**src/rtl/sound_fx_sequencer.sv**
```systemverilog
// Effect sequencer for the SN76477: four programmable descriptors, fixed-priority
// trigger arbitration, and a tick-based player that sweeps VCO1 while an effect runs.
module sound_fx_sequencer #(
    parameter int TICK_DIV = 25000
) (
    input  logic        clk,
    input  logic        reset,
    input  logic [3:0]  trig,
    input  logic        cfg_we,
    input  logic [4:0]  cfg_addr,
    input  logic [15:0] cfg_data,
    output logic [11:0] vco1_freq,
    output logic [11:0] vco2_freq,
    output logic [11:0] noise_freq,
    output logic [9:0]  lfo_freq,
    output logic        vco1_select,
    output logic        vco2_select,
    output logic        noise_select,
    output logic [2:0]  lfo_shift,
    output logic [3:0]  mixer,
    output logic        busy,
    output logic [1:0]  active_slot,
    output logic        done
);

    typedef enum logic [1:0] {
        S_IDLE = 2'd0,
        S_LOAD = 2'd1,
        S_PLAY = 2'd2
    } state_t;

    localparam logic [15:0] TICK_LAST = 16'(TICK_DIV - 1);

    // ctl packs {noise_sel, vco2_sel, vco1_sel, lfo_shift[2:0], mixer[3:0]}.
    logic [11:0] v1_tbl_q [4], v1_tbl_d [4];
    logic [11:0] v2_tbl_q [4], v2_tbl_d [4];
    logic [11:0] nz_tbl_q [4], nz_tbl_d [4];
    logic [9:0]  lfo_tbl_q [4], lfo_tbl_d [4];
    logic [9:0]  ctl_tbl_q [4], ctl_tbl_d [4];
    logic [7:0]  sw_tbl_q [4], sw_tbl_d [4];
    logic [15:0] dur_tbl_q [4], dur_tbl_d [4];

    state_t      state_q, state_d;
    logic [3:0]  pend_q, pend_d;
    logic [15:0] tick_q, tick_d;
    logic [15:0] rem_q, rem_d;
    logic [7:0]  sweep_q, sweep_d;
    logic [11:0] vco1_q, vco1_d;
    logic [11:0] vco2_q, vco2_d;
    logic [11:0] noise_q, noise_d;
    logic [9:0]  lfo_q, lfo_d;
    logic [9:0]  ctl_q, ctl_d;
    logic [1:0]  slot_q, slot_d;
    logic        done_q, done_d;

    logic [3:0]  eff_pend;
    logic [1:0]  sel;
    logic        preempt;
    logic [13:0] sweep_sum;
    logic [11:0] swept;

    always_comb begin
        v1_tbl_d  = v1_tbl_q;
        v2_tbl_d  = v2_tbl_q;
        nz_tbl_d  = nz_tbl_q;
        lfo_tbl_d = lfo_tbl_q;
        ctl_tbl_d = ctl_tbl_q;
        sw_tbl_d  = sw_tbl_q;
        dur_tbl_d = dur_tbl_q;
        if (cfg_we) begin
            case (cfg_addr[2:0])
                3'd0: v1_tbl_d[cfg_addr[4:3]]  = cfg_data[11:0];
                3'd1: v2_tbl_d[cfg_addr[4:3]]  = cfg_data[11:0];
                3'd2: nz_tbl_d[cfg_addr[4:3]]  = cfg_data[11:0];
                3'd3: lfo_tbl_d[cfg_addr[4:3]] = cfg_data[9:0];
                3'd4: ctl_tbl_d[cfg_addr[4:3]] = {cfg_data[14:12], cfg_data[10:8], cfg_data[3:0]};
                3'd5: sw_tbl_d[cfg_addr[4:3]]  = cfg_data[7:0];
                3'd6: dur_tbl_d[cfg_addr[4:3]] = cfg_data;
                default: ;
            endcase
        end
    end

    // A trigger arriving this cycle counts as pending for arbitration decisions.
    assign eff_pend  = pend_q | trig;
    assign sweep_sum = {2'b00, vco1_q} + {{6{sweep_q[7]}}, sweep_q};
    assign swept     = sweep_sum[13] ? 12'd0 : (sweep_sum[12] ? 12'hFFF : sweep_sum[11:0]);

    always_comb begin
        sel     = 2'd0;
        preempt = 1'b0;
        for (int i = 3; i >= 0; i--) begin
            if (pend_q[i]) sel = 2'(i);
        end
        for (int i = 0; i < 4; i++) begin
            if (eff_pend[i] && (i < int'(slot_q))) preempt = 1'b1;
        end
    end

    always_comb begin
        state_d = state_q;
        pend_d  = eff_pend;
        tick_d  = tick_q;
        rem_d   = rem_q;
        sweep_d = sweep_q;
        vco1_d  = vco1_q;
        vco2_d  = vco2_q;
        noise_d = noise_q;
        lfo_d   = lfo_q;
        ctl_d   = ctl_q;
        slot_d  = slot_q;
        done_d  = 1'b0;
        case (state_q)
            S_IDLE: begin
                if (eff_pend != 4'd0) state_d = S_LOAD;
            end
            S_LOAD: begin
                pend_d  = (pend_q & ~(4'b0001 << sel)) | trig;
                vco1_d  = v1_tbl_q[sel];
                vco2_d  = v2_tbl_q[sel];
                noise_d = nz_tbl_q[sel];
                lfo_d   = lfo_tbl_q[sel];
                ctl_d   = ctl_tbl_q[sel];
                sweep_d = sw_tbl_q[sel];
                rem_d   = dur_tbl_q[sel];
                slot_d  = sel;
                tick_d  = 16'd0;
                state_d = S_PLAY;
            end
            S_PLAY: begin
                if (preempt) begin
                    state_d = S_LOAD;
                end else if (tick_q == TICK_LAST) begin
                    tick_d = 16'd0;
                    if (rem_q <= 16'd1) begin
                        done_d  = 1'b1;
                        state_d = (eff_pend != 4'd0) ? S_LOAD : S_IDLE;
                    end else begin
                        rem_d  = rem_q - 16'd1;
                        vco1_d = swept;
                    end
                end else begin
                    tick_d = tick_q + 16'd1;
                end
            end
            default: state_d = S_IDLE;
        endcase
        if (state_d == S_IDLE) ctl_d[3:0] = 4'd0;
    end

    always_ff @(posedge clk or posedge reset) begin
        if (reset) begin
            for (int i = 0; i < 4; i++) begin
                v1_tbl_q[i]  <= '0;
                v2_tbl_q[i]  <= '0;
                nz_tbl_q[i]  <= '0;
                lfo_tbl_q[i] <= '0;
                ctl_tbl_q[i] <= '0;
                sw_tbl_q[i]  <= '0;
                dur_tbl_q[i] <= '0;
            end
            state_q <= S_IDLE;
            pend_q  <= '0;
            tick_q  <= '0;
            rem_q   <= '0;
            sweep_q <= '0;
            vco1_q  <= '0;
            vco2_q  <= '0;
            noise_q <= '0;
            lfo_q   <= '0;
            ctl_q   <= '0;
            slot_q  <= '0;
            done_q  <= 1'b0;
        end else begin
            v1_tbl_q  <= v1_tbl_d;
            v2_tbl_q  <= v2_tbl_d;
            nz_tbl_q  <= nz_tbl_d;
            lfo_tbl_q <= lfo_tbl_d;
            ctl_tbl_q <= ctl_tbl_d;
            sw_tbl_q  <= sw_tbl_d;
            dur_tbl_q <= dur_tbl_d;
            state_q   <= state_d;
            pend_q    <= pend_d;
            tick_q    <= tick_d;
            rem_q     <= rem_d;
            sweep_q   <= sweep_d;
            vco1_q    <= vco1_d;
            vco2_q    <= vco2_d;
            noise_q   <= noise_d;
            lfo_q     <= lfo_d;
            ctl_q     <= ctl_d;
            slot_q    <= slot_d;
            done_q    <= done_d;
        end
    end

    assign vco1_freq    = vco1_q;
    assign vco2_freq    = vco2_q;
    assign noise_freq   = noise_q;
    assign lfo_freq     = lfo_q;
    assign noise_select = ctl_q[9];
    assign vco2_select  = ctl_q[8];
    assign vco1_select  = ctl_q[7];
    assign lfo_shift    = ctl_q[6:4];
    assign mixer        = ctl_q[3:0];
    assign busy         = (state_q != S_IDLE);
    assign active_slot  = slot_q;
    assign done         = done_q;

endmodule

```
**config.mk**
```make
export PLATFORM = sky130hd
export DESIGN_NAME = sound_fx_sequencer
export DESIGN_NICKNAME = d
export VERILOG_FILES = /design/src/rtl/sound_fx_sequencer.sv
export SDC_FILE = /design/constraint.sdc
export NUM_CORES = 1
export LEC_CHECK = 0
export CAP_MARGIN = 20
export CORE_MARGIN = 2
export CORE_UTILIZATION = 58
export CTS_CLUSTER_SIZE = 24
export DETAILED_ROUTE_END_ITERATION = 10
export DONT_BUFFER_PORTS = 1
export PLACE_DENSITY = 0.88
export SYNTH_ARGS = -nofsm -noshare
export SYNTH_HDL_FRONTEND = slang
export SYNTH_SLANG_ARGS = --single-unit
```
**constraint.sdc**
```tcl
create_clock -name clk -period 12.8 [get_ports clk]
set_clock_uncertainty 0.1 [all_clocks]
set_input_delay 1.28 -clock clk [delete_from_list [all_inputs] [get_ports clk]]
set_output_delay 1.28 -clock clk [all_outputs]
set_load 0.005 [all_outputs]
```
# Yosys cells after proc, flatten, opt, wreduce, memory -nomap -nowiden

Cells that the tools add are included.

Equal/unequal tests: 12
Reductions and logical operators: 20
Magnitude comparators: 7
Muxes and demuxes: 69
$mul: 0
Bitwise operators: 6
Divide/modulo/power cells: 0
Shifts and indexed selects: 1
$add $sub $neg: 3

Operator list:

| cell                    | count |
|---|---|
| $bwmux W48              | 3 |
| $mux W12                | 12 |
| $mux W16                | 8 |
| $bwmux W40              | 2 |
| $bmux W12 S2            | 3 |
| $bwmux W64              | 1 |
| $pmux W16 S2            | 2 |
| $mux W10                | 5 |
| $bmux W10 S2            | 2 |
| $bmux W16 S2            | 1 |
| $bwmux W32              | 1 |
| $demux W16 S2           | 1 |
| $demux W12 S2           | 1 |
| $mux W8                 | 3 |
| $pmux W12 S2            | 1 |
| $demux W10 S2           | 1 |
| $add A16 B1 Y16 const B | 1 |
| $bmux W8 S2             | 1 |
| $demux W8 S2            | 1 |
| $eq A16 B15 Y1 const B  | 1 |
| $le A16 B1 Y1 const B   | 1 |
| $mux W2                 | 8 |
| $reduce_and A2 Y1       | 8 |
| $sub A16 B1 Y16 const B | 1 |
| 25 further kinds        | 49 |

Memory bits (writable): 0
Output and inout port bits: 60
Input bits: 28
Memory bits (read-only): 0
Bits in registers: 425
Latch bits: 0
Word-level logic and storage cells: 159
Memories: 0

# Logic depth before layout (Yosys ltp)

Depth after elaboration: 10
Depth in mapped cells: 10
Depth with buffers taken out: 9

# Least setup slack after synthesis

Ideal clock, no wire load.

Kind: input to register
Start point: input port trig[1]
End point: register vco1_q[8], in the netlist vco1_freq[8]
Cell stages on the path: 8
Arrival time: 2.758 ns
Data required time: 12.568 ns
Setup time: 0.132 ns
Setup slack: 9.809 ns
Path buffers: 2
Cells stage by stage: or4_4 nand2_2 a31oi_4 nand2b_4 buf_6 buf_2 a22oi_1 o31ai_1

Longest elaborated chain between the ends: 6

Ends and longest elaborated chain:

| what                        | line | source |
|---|---|---|
| start: declaration          | 8    | `input logic [3:0] trig,` |
| $or A4 B4 Y4                | 85   | `assign eff_pend = pend_q \| trig;` |
| $logic_and A1 B1 Y1         | 96   | `if (eff_pend[i] && (i < int'(slot_q))) preempt = 1'b1;` |
| $mux W1 (2 in series)       | 96   |  |
| $ne A2 B2 Y1 (no line)      | --   |  |
| $reduce_and A4 Y1 (no line) | --   |  |
| end signal: assignment      | 187  | `vco1_q <= vco1_d;` |
| end: declaration            | 48   | `logic [11:0] vco1_q, vco1_d;` |

Every way passes these cells.
A chain may end at the register's enable or synchronous reset.

# Worst setup path after layout

Start point: register pend_q[2]
End point: register rem_q[2]

Longest elaborated chain between the ends: 8
Elaborated cells on any way between the ends: 13
Those cells by class: 1 x eq/ne; 8 x mux; 2 x bitwise; 2 x reduce/logical

Ends and longest elaborated chain:

| what                                         | line | source |
|---|---|---|
| start: declaration                           | 44   | `logic [3:0] pend_q, pend_d;` |
| start signal: assignment                     | 183  | `pend_q <= pend_d;` |
| $mux W2 (3 in series)                        | 93   | `if (pend_q[i]) sel = 2'(i);` |
| $not A2 Y3 (not written as such)             | 125  | `rem_d = dur_tbl_q[sel];` |
| $bmux W16 S2                                 | 125  |  |
| $mux W16 (not written as such) (2 in series) | 125  |  |
| $pmux W16 S2                                 | 113  | `case (state_q)` |
| end signal: assignment                       | 185  | `rem_q <= rem_d;` |
| end: declaration                             | 46   | `logic [15:0] rem_q, rem_d;` |

Parallel ways exist; a longest one is shown, timed or not. The select of a mux whose other input is x is not followed.

==> impl_metrics.env <==
export IMPL_detailedPlace_worstSlack_ns=8.64
export IMPL_start_util_pct=58.5
export IMPL_grt_ovfl_total=0
export IMPL_powerDensity_nw_per_um2=204
export IMPL_cp_endpoint="rem_q[2]"
export IMPL_period_needed_ns=3.65
export IMPL_grt_pass1_vias=13700
export IMPL_yosysWarnings=0
export IMPL_worstSetupStartpointType="flop"
export IMPL_place_gp_congestion=0.821
export IMPL_antenna_found_initial=1
export IMPL_layout_commonest_cell="dfrtp_1"
export IMPL_cp_arrival_ns=3.97
export IMPL_placed_cell_area_sq_um=19700
export IMPL_clock_path_buffers=3
export IMPL_avgSynthCellArea_sq_um=12.5
export IMPL_dp_hpwl_um=27300
export IMPL_status="finished, final reports clean"
export IMPL_synth_largest_area_cell="dfrtp_1"
export IMPL_drc=0
export IMPL_r2r_end="rem_q[2]"
export IMPL_fill_cells=2355
export IMPL_area_growth_pct=8.88
export IMPL_dr_total_vias=13200
export IMPL_die_w_um=187
export IMPL_netlist_area_sq_um=19500
export IMPL_ys_types=81
export IMPL_setup_violations=0
export IMPL_clock_latency_ns=0.54
export IMPL_nets=1557
export IMPL_fmax_mhz=274
export IMPL_syn_inst=1560
export IMPL_layout_worst_path_cycle_share_pct=28.5
export IMPL_grtUsageTotal_pct=26.6
export IMPL_grt_pass1_wl_um=74900
export IMPL_startpoint="pend_q[2]"
export IMPL_slew_limit_headroom_pct=25.0
export IMPL_synth_ff_type="dfrtp_1"
export IMPL_cts_buffers=43
export IMPL_wirelength_um=47100
export IMPL_ys_seq_area_share_pct=54.5
export IMPL_htreeDepth=2
export IMPL_ff2ff_setup_slack_ns=9.15
export IMPL_critical_path_class="reg2reg"
export IMPL_syn_nets=1605
export IMPL_hold_class="reg2reg"
export IMPL_cts_tree="done"
export IMPL_final_area_sq_um=21300
export IMPL_whs_ns=0.398
export IMPL_io_pins=88
export IMPL_hold_violations=0
export IMPL_finalPower_mw=4.33
export IMPL_portBuffers=0
export IMPL_die_h_um=187
export IMPL_end_kind="flop"
export IMPL_cts_setup_buffers=0
export IMPL_cts_resized=0
export IMPL_reg2reg_depth=7
export IMPL_avgViaCountPerCell=6.65
export IMPL_drt_iter0_drc=1422
export IMPL_crit_required_ns=13.12
export IMPL_post_drt_wl_per_cell_um=23.7
export IMPL_synth_edf_count=0
export IMPL_finalSetupTns_ns=0
export IMPL_hold_buffers=0
export IMPL_grt_max_degree=112
export IMPL_async_flop_share_pct=100
export IMPL_synth_top_area_share_pct=54.5
export IMPL_ant_nets=0
export IMPL_row_count=67
export IMPL_synth_seq_cells=425
export IMPL_final_cell_mix="dfrtp_1 (425), mux2_2 (375), nand2_1 (105), o21ai_0 (96), a222oi_1 (54)"
export IMPL_slew_viol_final=0
export IMPL_design_die_area_sq_um=35100
export IMPL_drv_cap=0
export IMPL_n_antenna_cell=0
export IMPL_cts_root_buf="clkbuf_16"
export IMPL_cts_clk_slew_worst_paths_ns=0.06
export IMPL_rsz0062_at_grt="false"
export IMPL_leakagePower_nw=9.46
export IMPL_dr_pass1_iters=9
export IMPL_core_sq_um=33400
export IMPL_clock_sinks=425
export IMPL_hp_start="sweep_q[4]"
export IMPL_drive_gt1_share_pct=32.0
export IMPL_tightest_slew_ns=1.12
export IMPL_critPathMaxFanout=57
export IMPL_rr_startpoint="pend_q[2]"
export IMPL_vdd_drop_max_mv=0.153
export IMPL_synth_area_leaders="dfrtp_1 (54%), mux2_2 (22%), a222oi_1 (2.8%), o21ai_0 (2.5%), nand2_1 (2.0%)"
export IMPL_timing_final_ws_setup_ns=9.15
stage by stage:
step | cells | utilization, %
after floorplan | 1560 | -
after global placement | 1910 | 59.1
after detailed placement | 1911 | 59.2
after CTS | 1986 | 63.4
after global routing | 1990 | 63.7
final | 1990 | 63.7
critical path, stage by stage (launching register included):
cell,delay (ns)
dfrtp_1,0.60
nor2b_2,0.13
o21bai_4,0.68
buf_4,0.87
mux2_1,0.39
a222oi_1,0.30
nor2_1,0.08
o32a_1,0.34
cell families after synthesis:
group | Yosys count | share of synthesized area (%)
flip-flops | 425 | 54.5
AO/OA/AOI/OAI | 300 | 10.8
multiplexers | 399 | 22.9
buffers and inverters | 132 | 3.02
adder cells (fa/ha/maj) | 17 | 1.13
AND/OR/NAND/NOR | 271 | 7.01
XOR/XNOR | 16 | 0.718
how the worst min path moves through the flow:
stage | endpoint | slack, ns | cells after the start
global placement | sweep_q[3] | 0.37 | 2
detailed placement | sweep_q[2] | 0.38 | 2
CTS | sweep_q[2] | 0.40 | 2
global route | sw_tbl_q[8] | 0.41 | 1
floorplan | sweep_q[0] | 0.35 | 2
finish | sweep_q[4] | 0.40 | 2
power by group:
group	switching, mW	leakage (nW)	total (mW)	internal (mW)
clock network	0.528	0.695	1.26	0.729
registers	0.253	5.43	1.91	1.66
logic	0.632	3.34	1.17	0.533
layout make-up:
| type | instances | area [sq um] | area share, % |
|---|---|---|---|
| sequential | 425 | 10600 | 50.0 |
| clock buffer | 59 | 1220 | 5.72 |
| multi-input combinational | 1003 | 8340 | 39.2 |
| clock inverter | 16 | 190 | 0.895 |
| tap | 448 | 561 | 2.64 |
| timing repair buffer | 22 | 249 | 1.17 |
| inverter | 17 | 67.6 | 0.318 |
routing by layer:
layer / up-vias / track usage [%] / part of all wire [%]
li1: 5683 / - / -
met1: 6867 / 35.1 / 40
met2: 596 / 44.0 / 49
met3: 78 / 6.08 / 8.9
met4: 2 / 8.36 / 1.9
met5: - / 0 / 0.023
sequential cells by signal, indices dropped and copies added, names as in the netlist, 12 cells and up:
name,flops
v2_tbl_q,48
vco1_freq,12
nz_tbl_q,48
sw_tbl_q,32
tick_q,16
noise_freq,12
dur_tbl_q,64
ctl_tbl_q,40
vco2_freq,12
lfo_tbl_q,40
v1_tbl_q,48
rem_q,16
Yosys cell counts (5+ instances only):
cell type  count
dfrtp_1      425
mux2_2       375
nand2_1      106
o21ai_0       97
clkbuf_1      67
a222oi_1      54
nor2_1        53
a21oi_1       47
mux2i_1       23
buf_2         21
a22oi_1       19
buf_1         17
inv_1         17
ha_1          16
nand3_1       16
o31ai_1       16
a221oi_1      13
nor2b_1       12
xnor2_1       11
nor3_1        10
nand2b_1       9
nand4_1        9
or3_1          7
nor4_1         6
a2111oi_0      5
a211oi_1       5
and3_1         5
xor2_1         5
Note: power is estimated with default switching activity, not from simulation.
